File: src/rtl/wb_sequencer.sv
// Writeback sequencer: drives the ALU/memory writeback mux and sequences handshaked loads with alignment/extension.
// Latency: non-load retires 2 cycles after accept, load at least 3; optional WB_TIMEOUT_EN forces load completion.
// Backpressure: issue_ready only in IDLE; mem_req_valid held until mem_req_ready; stall holds the datapath meanwhile.
module wb_sequencer #(
    parameter int unsigned TIMEOUT_CYCLES = 16,
    parameter logic [2:0]  CTR_IDLE       = 3'b000
) (
    input  logic        clk,
    input  logic        rst_n,
    input  logic        issue_valid,
    output logic        issue_ready,
    input  logic [2:0]  issue_wb_sel,
    input  logic        issue_wb_en,
    input  logic [4:0]  issue_rd,
    input  logic [2:0]  issue_funct3,
    input  logic [1:0]  issue_addr_lo,
    output logic        mem_req_valid,
    input  logic        mem_req_ready,
    input  logic        mem_rsp_valid,
    input  logic [31:0] mem_rsp_data,
    output logic [2:0]  maluandmem_ctr,
    output logic [31:0] mem_data,
    output logic        rf_we,
    output logic [4:0]  rf_waddr,
    output logic        stall,
    output logic        mem_timeout
);

    localparam logic [2:0] SEL_MEM = 3'b001;

    typedef enum logic [2:0] {
        IDLE     = 3'd0,
        WB_ALU   = 3'd1,
        MEM_REQ  = 3'd2,
        MEM_WAIT = 3'd3,
        WB_MEM   = 3'd4
    } state_t;

    state_t      state;
    logic        wb_en_q;
    logic [4:0]  rd_q;
    logic [2:0]  funct3_q;
    logic [1:0]  addr_lo_q;
    logic [31:0] rsp_ext;
    logic        wr_ok;

    function automatic logic [31:0] extend(input logic [31:0] w, input logic [2:0] f3,
                                           input logic [1:0] lo);
        logic [31:0] sh;
        logic [7:0]  b;
        logic [15:0] h;
        sh = w >> {lo, 3'b000};
        b  = sh[7:0];
        h  = lo[1] ? w[31:16] : w[15:0];
        case (f3)
            3'b000:  extend = {{24{b[7]}}, b};
            3'b100:  extend = {24'd0, b};
            3'b001:  extend = {{16{h[15]}}, h};
            3'b101:  extend = {16'd0, h};
            default: extend = w;
        endcase
    endfunction

    assign rsp_ext = extend(mem_rsp_data, funct3_q, addr_lo_q);
    assign wr_ok   = wb_en_q && (rd_q != 5'd0);

    // Writeback states let the datapath advance; everything else outside IDLE holds it.
    assign stall = (state == IDLE) ? issue_valid : !(state == WB_ALU || state == WB_MEM);

`ifdef WB_TIMEOUT_EN
    localparam int CW = (TIMEOUT_CYCLES > 1) ? $clog2(TIMEOUT_CYCLES) : 1;
    localparam logic [CW-1:0] CNT_LAST = CW'(TIMEOUT_CYCLES - 1);
    logic [CW-1:0] wait_cnt;
`else
    assign mem_timeout = 1'b0;
`endif

    always_ff @(posedge clk or negedge rst_n) begin
        if (!rst_n) begin
            state          <= IDLE;
            issue_ready    <= 1'b1;
            mem_req_valid  <= 1'b0;
            rf_we          <= 1'b0;
            rf_waddr       <= 5'd0;
            maluandmem_ctr <= CTR_IDLE;
            mem_data       <= 32'd0;
            wb_en_q        <= 1'b0;
            rd_q           <= 5'd0;
            funct3_q       <= 3'd0;
            addr_lo_q      <= 2'd0;
`ifdef WB_TIMEOUT_EN
            wait_cnt       <= '0;
            mem_timeout    <= 1'b0;
`endif
        end else begin
            // Outputs are registered for the state being entered; defaults describe the non-writeback view.
            issue_ready    <= 1'b0;
            mem_req_valid  <= 1'b0;
            rf_we          <= 1'b0;
            rf_waddr       <= 5'd0;
            maluandmem_ctr <= CTR_IDLE;
`ifdef WB_TIMEOUT_EN
            mem_timeout    <= 1'b0;
`endif
            case (state)
                IDLE: begin
                    issue_ready <= 1'b1;
                    if (issue_valid) begin
                        wb_en_q     <= issue_wb_en;
                        rd_q        <= issue_rd;
                        funct3_q    <= issue_funct3;
                        addr_lo_q   <= issue_addr_lo;
                        issue_ready <= 1'b0;
                        if (issue_wb_sel == SEL_MEM) begin
                            state         <= MEM_REQ;
                            mem_req_valid <= 1'b1;
                        end else begin
                            state          <= WB_ALU;
                            maluandmem_ctr <= issue_wb_sel;
                            rf_we          <= issue_wb_en && (issue_rd != 5'd0);
                            rf_waddr       <= issue_rd;
                        end
                    end
                end
                WB_ALU: begin
                    state       <= IDLE;
                    issue_ready <= 1'b1;
                end
                MEM_REQ: begin
                    if (mem_req_ready) begin
                        if (mem_rsp_valid) begin
                            state          <= WB_MEM;
                            mem_data       <= rsp_ext;
                            maluandmem_ctr <= SEL_MEM;
                            rf_we          <= wr_ok;
                            rf_waddr       <= rd_q;
                        end else begin
                            state <= MEM_WAIT;
`ifdef WB_TIMEOUT_EN
                            wait_cnt <= '0;
`endif
                        end
                    end else begin
                        mem_req_valid <= 1'b1;
                    end
                end
                MEM_WAIT: begin
                    if (mem_rsp_valid) begin
                        state          <= WB_MEM;
                        mem_data       <= rsp_ext;
                        maluandmem_ctr <= SEL_MEM;
                        rf_we          <= wr_ok;
                        rf_waddr       <= rd_q;
`ifdef WB_TIMEOUT_EN
                    end else if (wait_cnt == CNT_LAST) begin
                        state          <= WB_MEM;
                        mem_data       <= 32'd0;
                        maluandmem_ctr <= SEL_MEM;
                        rf_we          <= wr_ok;
                        rf_waddr       <= rd_q;
                        mem_timeout    <= 1'b1;
                    end else begin
                        wait_cnt <= wait_cnt + 1'b1;
`endif
                    end
                end
                WB_MEM: begin
                    state       <= IDLE;
                    issue_ready <= 1'b1;
                end
                default: begin
                    state       <= IDLE;
                    issue_ready <= 1'b1;
                end
            endcase
        end
    end

endmodule
File: config.mk
export PLATFORM = sky130hd
export DESIGN_NAME = wb_sequencer
export DESIGN_NICKNAME = d
export VERILOG_FILES = /design/src/rtl/wb_sequencer.sv
export SDC_FILE = /design/constraint.sdc
export NUM_CORES = 1
export LEC_CHECK = 0
export CORE_UTILIZATION = 41
export DETAILED_ROUTE_END_ITERATION = 7
export HOLD_SLACK_MARGIN = 0.05
export PLACE_DENSITY = 0.77
export SLEW_MARGIN = 5
export SYNTH_ARGS = -nofsm -noshare
export SYNTH_HDL_FRONTEND = slang
export SYNTH_SLANG_ARGS = --single-unit
export TNS_END_PERCENT = 100
File: constraint.sdc
create_clock -name clk -period 1.7 [get_ports clk]
set_input_delay 0.34 -clock clk [delete_from_list [all_inputs] [get_ports clk]]
set_output_delay 0.34 -clock clk [all_outputs]
set_load 0.02 [all_outputs]
==> impl_metrics.json, run 1 <==
{
  "run_status": "complete, but fails checks",
  "violations": "design-rule violations",
  "n_antenna_cell": 0,
  "hold_depth": 2,
  "drtIter0Drc": 166,
  "ff_latch_area_um2": 1430,
  "synth_compound_area_frac": 0.173,
  "fp.dieW_um": 83.9,
  "crit_required_ns": 1.91,
  "max_freq_mhz": 591,
  "rrSetupSlack_ns": 0.02,
  "core_region_area_um2": 6420,
  "viasPerCell": 5.23,
  "synth_xor_area_frac": 0,
  "port_buffers": 94,
  "ant_nets": 0,
  "root_buffer": "clkbuf_8",
  "dp_hpwl_mm": 5.72,
  "rows": 29,
  "synth_top_family_by_area": "compound AO/OA/AOI/OAI gates",
  "total_power_uw": 6290,
  "post_drt_wl_per_cell_um": 16.1,
  "pin_count": 96,
  "criticalPathCategory": "primary input to register",
  "synth_nets": 324,
  "grt_max_degree": 24,
  "drt-total-wl_mm": 7.68,
  "yosysUniqueCellTypes": 41,
  "cts.sink_count": 57,
  "cts-htree-levels": 3,
  "placed_cell_area_um2": 4010,
  "cap_violations": 0,
  "synth_area_per_cell_um2": 10.1,
  "drive_gt1_frac": 0.200,
  "syn2layout_area_growth_pct": 54.7,
  "synth_seq_cells": 57,
  "finalCriticalPeriod_ns": 1.69,
  "vdd.ir_drop.worst_uv": 880,
  "clkTransAtPathRegs_ns": 0.06,
  "rsz0062_at_grt": "true",
  "post-route-drc-count": 8,
  "antenna_found_initial": 0,
  "reg2reg_depth": 5,
  "synth_warnings": 0,
  "fin_skew_ns": 0.00565,
  "yosysSeqAreaShare": 0.520,
  "worstPathMaxFanout": 16,
  "setup_violations": 0,
  "pre_cts_ws_ns": -0.416,
  "grt_first_pass_wirelength_mm": 12.6,
  "firstDrtPassIters": 6,
  "synthFlopType": "dfrtp_1",
  "synth_cells": 273,
  "vias": 2496,
  "synthesis.area_um2": 2750,
  "critPathLaunchType": "primary input",
  "slew_viol_final": 0,
  "nets": 446,
  "r2r_start": "addr_lo_q[0]",
  "power_leakage_uw": 0.00193,
  "grt.overflow.total": 0,
  "start_util": 0.428,
  "setup_ws_ns": 0.00790,
  "clk_path_buf_depth": 2,
  "synth-adder-area-share": 0,
  "grt_pass1_vias": 2540,
  "hold_path_class": "register to register",
  "end_kind": "register",
  "cts_inserted_buffers": 9,
  "fillers": 500,
  "die_h_um": 83.9,
  "dieArea_um2": 7030,
  "multi_input_area_um2": 1200,
  "insertion_delay_ns": 0.33,
  "gp_congestion": 0.885,
  "hold-worst-slack_ns": 0.479,
  "synth.area.mux_share": 0.0993,
  "hold_end": "mem_data[5]",
  "hold_start": "mem_data[5]",
  "hold_violations": 0,
  "cts_tree": "done",
  "finalCritPeriodShare": 0.995,
  "critPathArrivalTime_ns": 1.91,
  "track_usage": 0.230,
  "reg2reg_to": "mem_data[22]",
  "final_area_um2": 4250,
  "synthSimpleGateAreaFrac": 0.153,
  "synth-edff-count": 0,
  "setup_tns_ns": 0,
  "power_density_nw_per_um2": 1480,
  "async_reset_ff_frac": 1.00
}
==> Yosys cell counts, types with 2 or more instances <==
cell type / count / share of area
o22a_1: 2 / 0.0064
nand2b_1: 10 / 0.023
buf_6: 2 / 0.0082
mux2i_1: 7 / 0.026
a21oi_1: 20 / 0.036
inv_1: 12 / 0.016
or4_1: 2 / 0.0055
a22o_1: 5 / 0.016
nor2_1: 23 / 0.031
buf_4: 3 / 0.0082
a21o_1: 9 / 0.025
and2_1: 2 / 0.0046
nor3b_1: 2 / 0.0055
o21ai_0: 18 / 0.033
clkbuf_1: 5 / 0.0068
nand2_1: 36 / 0.049
dfrtp_1: 56 / 0.51
a221oi_1: 8 / 0.026
nor2b_1: 7 / 0.016
mux2_2: 16 / 0.066
nor3_1: 2 / 0.0036
buf_2: 7 / 0.013
==> where the power goes <==
group | switching, uW | total, uW | internal, uW
clock | 519 | 1320 | 796
combinational | 1400 | 2820 | 1410
sequential | 306 | 2160 | 1850
==> through the flow <==
step | utilization | std cells
finish | 0.662 | 477
CTS | 0.658 | 477
floorplan | - | 273
detailed placement | 0.624 | 460
global route | 0.662 | 477
global placement | 0.624 | 460
==> layer usage <==
metal	wire length (um)	global-route usage	vias up
li1	-	-	1190
met1	3460	0.311	1215
met2	3700	0.355	83
met3	419	0.0495	8
met4	96	0.103	0
met5	0	0	-
==> final cells by class <==
cell class                 instances  share of cell area
sequential                        57               0.336
timing repair buffer             129               0.299
multi-input combinational        186               0.283
clock buffer                      14              0.0406
tap                               77              0.0227
inverter                          12              0.0106
clock inverter                     2             0.00824
==> worst max-delay path, stage by stage <==
cell and delay [ns]:
clkdlybuf4s50_1 0.43, mux4_2 0.50, or2_4 0.26, a21oi_4 0.15, buf_12 0.15, a21oi_1 0.07
==> flip-flops by register name, summed over array words and instances, names as in the netlist <==
signal	cells
rf_waddr	5
rf_we	1
issue_ready	1
state	3
funct3_q	3
addr_lo_q	2
mem_req_valid	1
maluandmem_ctr	3
rd_q	5
wb_en_q	1
mem_data	32
==> placed cells by master (no fill, tap or decap), types with 2 or more instances in the layout <==
| cell type | synthesis | final |
|---|---|---|
| clkdlybuf4s50_1 | 0 | 91 |
| mux2_2 | 16 | 16 |
| clkbuf_8 | 0 | 12 |
| nor2b_1 | 7 | 7 |
| a22o_1 | 5 | 5 |
| dfrtp_1 | 56 | 55 |
| a221oi_1 | 8 | 7 |
| nor3b_1 | 2 | 2 |
| buf_4 | 3 | 28 |
| a21oi_1 | 20 | 19 |
| or4_1 | 2 | 2 |
| inv_1 | 12 | 12 |
| o21ai_0 | 18 | 17 |
| nor2_1 | 23 | 23 |
| and2_1 | 2 | 2 |
| o22a_1 | 2 | 2 |
| nand2_1 | 36 | 36 |
| nand2b_1 | 10 | 10 |
| o21ai_1 | 1 | 2 |
| a21o_1 | 9 | 9 |
| buf_12 | 0 | 6 |
| clkbuf_1 | 5 | 2 |
| a21oi_2 | 1 | 2 |
| mux2i_1 | 7 | 7 |
| buf_2 | 7 | 2 |
==> worst max path at each step <==
stage                         start      endpoint  slack [ns]  depth (start not counted)
floorplan              addr_lo_q[0]  mem_data[21]        0.05                          5
global placement        issue_valid         stall       -0.42                          4
detailed placement      issue_valid         stall       -0.42                          4
CTS                     issue_valid         stall       0.004                          4
global route            issue_valid         rf_we       -0.04                          6
finish              mem_rsp_data[7]  mem_data[22]       0.008                          6
==> cell families (layout without fill, tap and decap cells) <==
family                 count (synthesis)  after routing
AOI/OAI and AO/OA                     72             72
buffers and inverters                 30            157
other                                  1              1
muxes                                 24             24
DFF                                   57             57
and+or+nand+nor                       89             89
==> what timing repair did <==
action	in CTS	in global routing
gates resized for setup	7	7
hold endpoints to repair	16	0
pin swaps	0	0
setup buffers	0	0
hold buffers	1	0
setup endpoints to repair	7	32
No activity file was read; power rests on OpenSTA's default activity.
==> run 2, diff against run 1 <==
GPL_TIMING_DRIVEN = 0   (was not set)
==> impl_metrics.json, run 2 (synthesis results as in run 1) <==
{
  "fp.dieW_um": 83.9,
  "post_drt_wl_per_cell_um": 16.5,
  "power_density_nw_per_um2": 1520,
  "end_kind": "register",
  "grt_pass1_vias": 2496,
  "met2WireLength_mm": 3.72,
  "die_h_um": 83.9,
  "setup_ws_ns": -0.106,
  "syn2layout_area_growth_pct": 53.4,
  "port_buffers": 94,
  "drtIter0Drc": 138,
  "clkTransAtPathRegs_ns": 0.07,
  "grt_first_pass_wirelength_mm": 12.0,
  "worstPathMaxFanout": 5,
  "maxUsedRoutingLayer": "met4",
  "grt.overflow.total": 0,
  "dieArea_um2": 7030,
  "final_area_um2": 4210,
  "drive_gt1_frac": 0.225,
  "crit_chain": "clkdlybuf4s50_1, mux4_2, or2_4, a21oi_4, buf_6, a21oi_1",
  "pre_cts_ws_ns": -0.542,
  "pin_count": 96,
  "hold_path_class": "primary input to register",
  "crit_start": "mem_rsp_data[15]",
  "setup_tns_ns": -1.85,
  "reg2reg_depth": 5,
  "rsz0062_at_grt": "true",
  "core_region_area_um2": 6420,
  "finalCritPeriodShare": 1.06,
  "placedCellCount": 445,
  "run_status": "complete, but fails checks",
  "final_cell_mix": "clkdlybuf4s50_1 (86), dfrtp_1 (53), nand2_1 (36)",
  "drt-total-wl_mm": 7.72,
  "finalCriticalPeriod_ns": 1.81,
  "start_util": 0.428,
  "clk_path_buf_depth": 2,
  "placed_cell_area_um2": 3800,
  "rows": 29,
  "cts-htree-levels": 3,
  "firstDrtPassIters": 6,
  "ant_nets": 0,
  "nets": 437,
  "fin_skew_ns": 0.00948,
  "regMostFlops": "mem_data",
  "track_usage": 0.220,
  "post-route-drc-count": 8,
  "largestRegisters": "mem_data x32, rd_q x5, rf_waddr x5",
  "root_buffer": "clkbuf_8",
  "hold_violations": 0,
  "cts.sink_count": 57,
  "crit_required_ns": 1.92,
  "max_freq_mhz": 554,
  "critPathArrivalTime_ns": 2.02,
  "max_stage_delay_ns": 0.50,
  "hold_start": "mem_req_ready",
  "met1Wirelength_mm": 3.48,
  "r2r_start": "addr_lo_q[0]",
  "cap_violations": 0,
  "power_leakage_uw": 0.00188,
  "vdd.ir_drop.worst_uv": 1050,
  "dp_hpwl_mm": 5.40,
  "critPathLaunchType": "primary input",
  "setup_violations": 24,
  "violations": "design-rule violations, negative setup slack",
  "hold_depth": 4,
  "antenna_found_initial": 0,
  "criticalPathCategory": "primary input to register",
  "cts_inserted_buffers": 9,
  "crit_path_top_delay_cell": "mux4_2",
  "gp_congestion": 0.875,
  "viasPerCell": 5.32,
  "final_common_cell": "clkdlybuf4s50_1",
  "grt_max_degree": 39,
  "tightest_slew_ns": 0.496,
  "cts_tree": "done",
  "layout.cells.non_filler": 468,
  "slew_viol_final": 0,
  "fin_util": 0.656,
  "n_antenna_cell": 0,
  "insertion_delay_ns": 0.33,
  "slew_headroom": 0.668,
  "vias": 2489,
  "largest_reg_flops": 32,
  "dr_wl_met3_um": 346
}
run 2: cell count changes in the layout (fill, tap and decap cells not counted), sizes merged:
cell,before,now
buf,36,21
clkdlybuf4s50,91,86
clkbuf,14,17
dlygate4sd2,1,4
clkinvlp,0,2
dlymetal6s2s,0,2
bufinv,1,2
run 2: area by class of cell:
type / count / area (um^2)
plain buffers: 17 / 113
fillers: 499 / 2210
clock inverters: 5 / 80.1
repair buffers: 103 / 1030
multi-input cells: 186 / 1290
clock buffers: 11 / 131
well taps: 77 / 96.3
inverters: 12 / 45.0
flip-flops and latches: 57 / 1430
run 2: path summary, 6_finish.rpt:
path / end / slack (ns)
setup / recovery: mem_data[22] / -0.11
hold / removal: mem_req_valid / 0.42
setup reg to reg: mem_data[22] / -0.10
hold reg to reg: mem_data[6] / 0.48
max in group asynchronous: issue_ready / 0.59
min in group asynchronous: rf_waddr[1] / 0.48
run 2: worst max-delay path: cells and delay by family:
family	cells	cell delay (ns)
mux	1	0.50
compound gates	2	0.29
buf+inv	2	0.60
simple gates	1	0.28
run 2: metrics by stage:
step | power [uW] | hold slack (ns)
after detailed placement | 4820 | 0.319
after global placement | 4770 | 0.461
after floorplan | 3580 | 0.0444
final | 6410 | 0.419
after CTS | 6270 | 0.425
after global routing | 6740 | 0.453
run 2: per-layer routing:
layer,global-route usage,vias up
met3,0.0376,18
met4,0.0909,0
met1,0.296,1212
li1,-,1166
met5,0,-
met2,0.355,93
run 2: power by group:
group	total (uW)	switching, uW	internal (uW)
sequential	2170	319	1850
clock	1370	549	823
combinational	2870	1470	1400
run 2: timing repair:
action / CTS / global route
hold endpoints to repair: 19 / 0
gates cloned: 1 / 0
pin swaps: 2 / 5
setup endpoints to repair: 44 / 44
resized for setup: 27 / 29
setup buffers: 3 / 3
hold buffers: 1 / 0
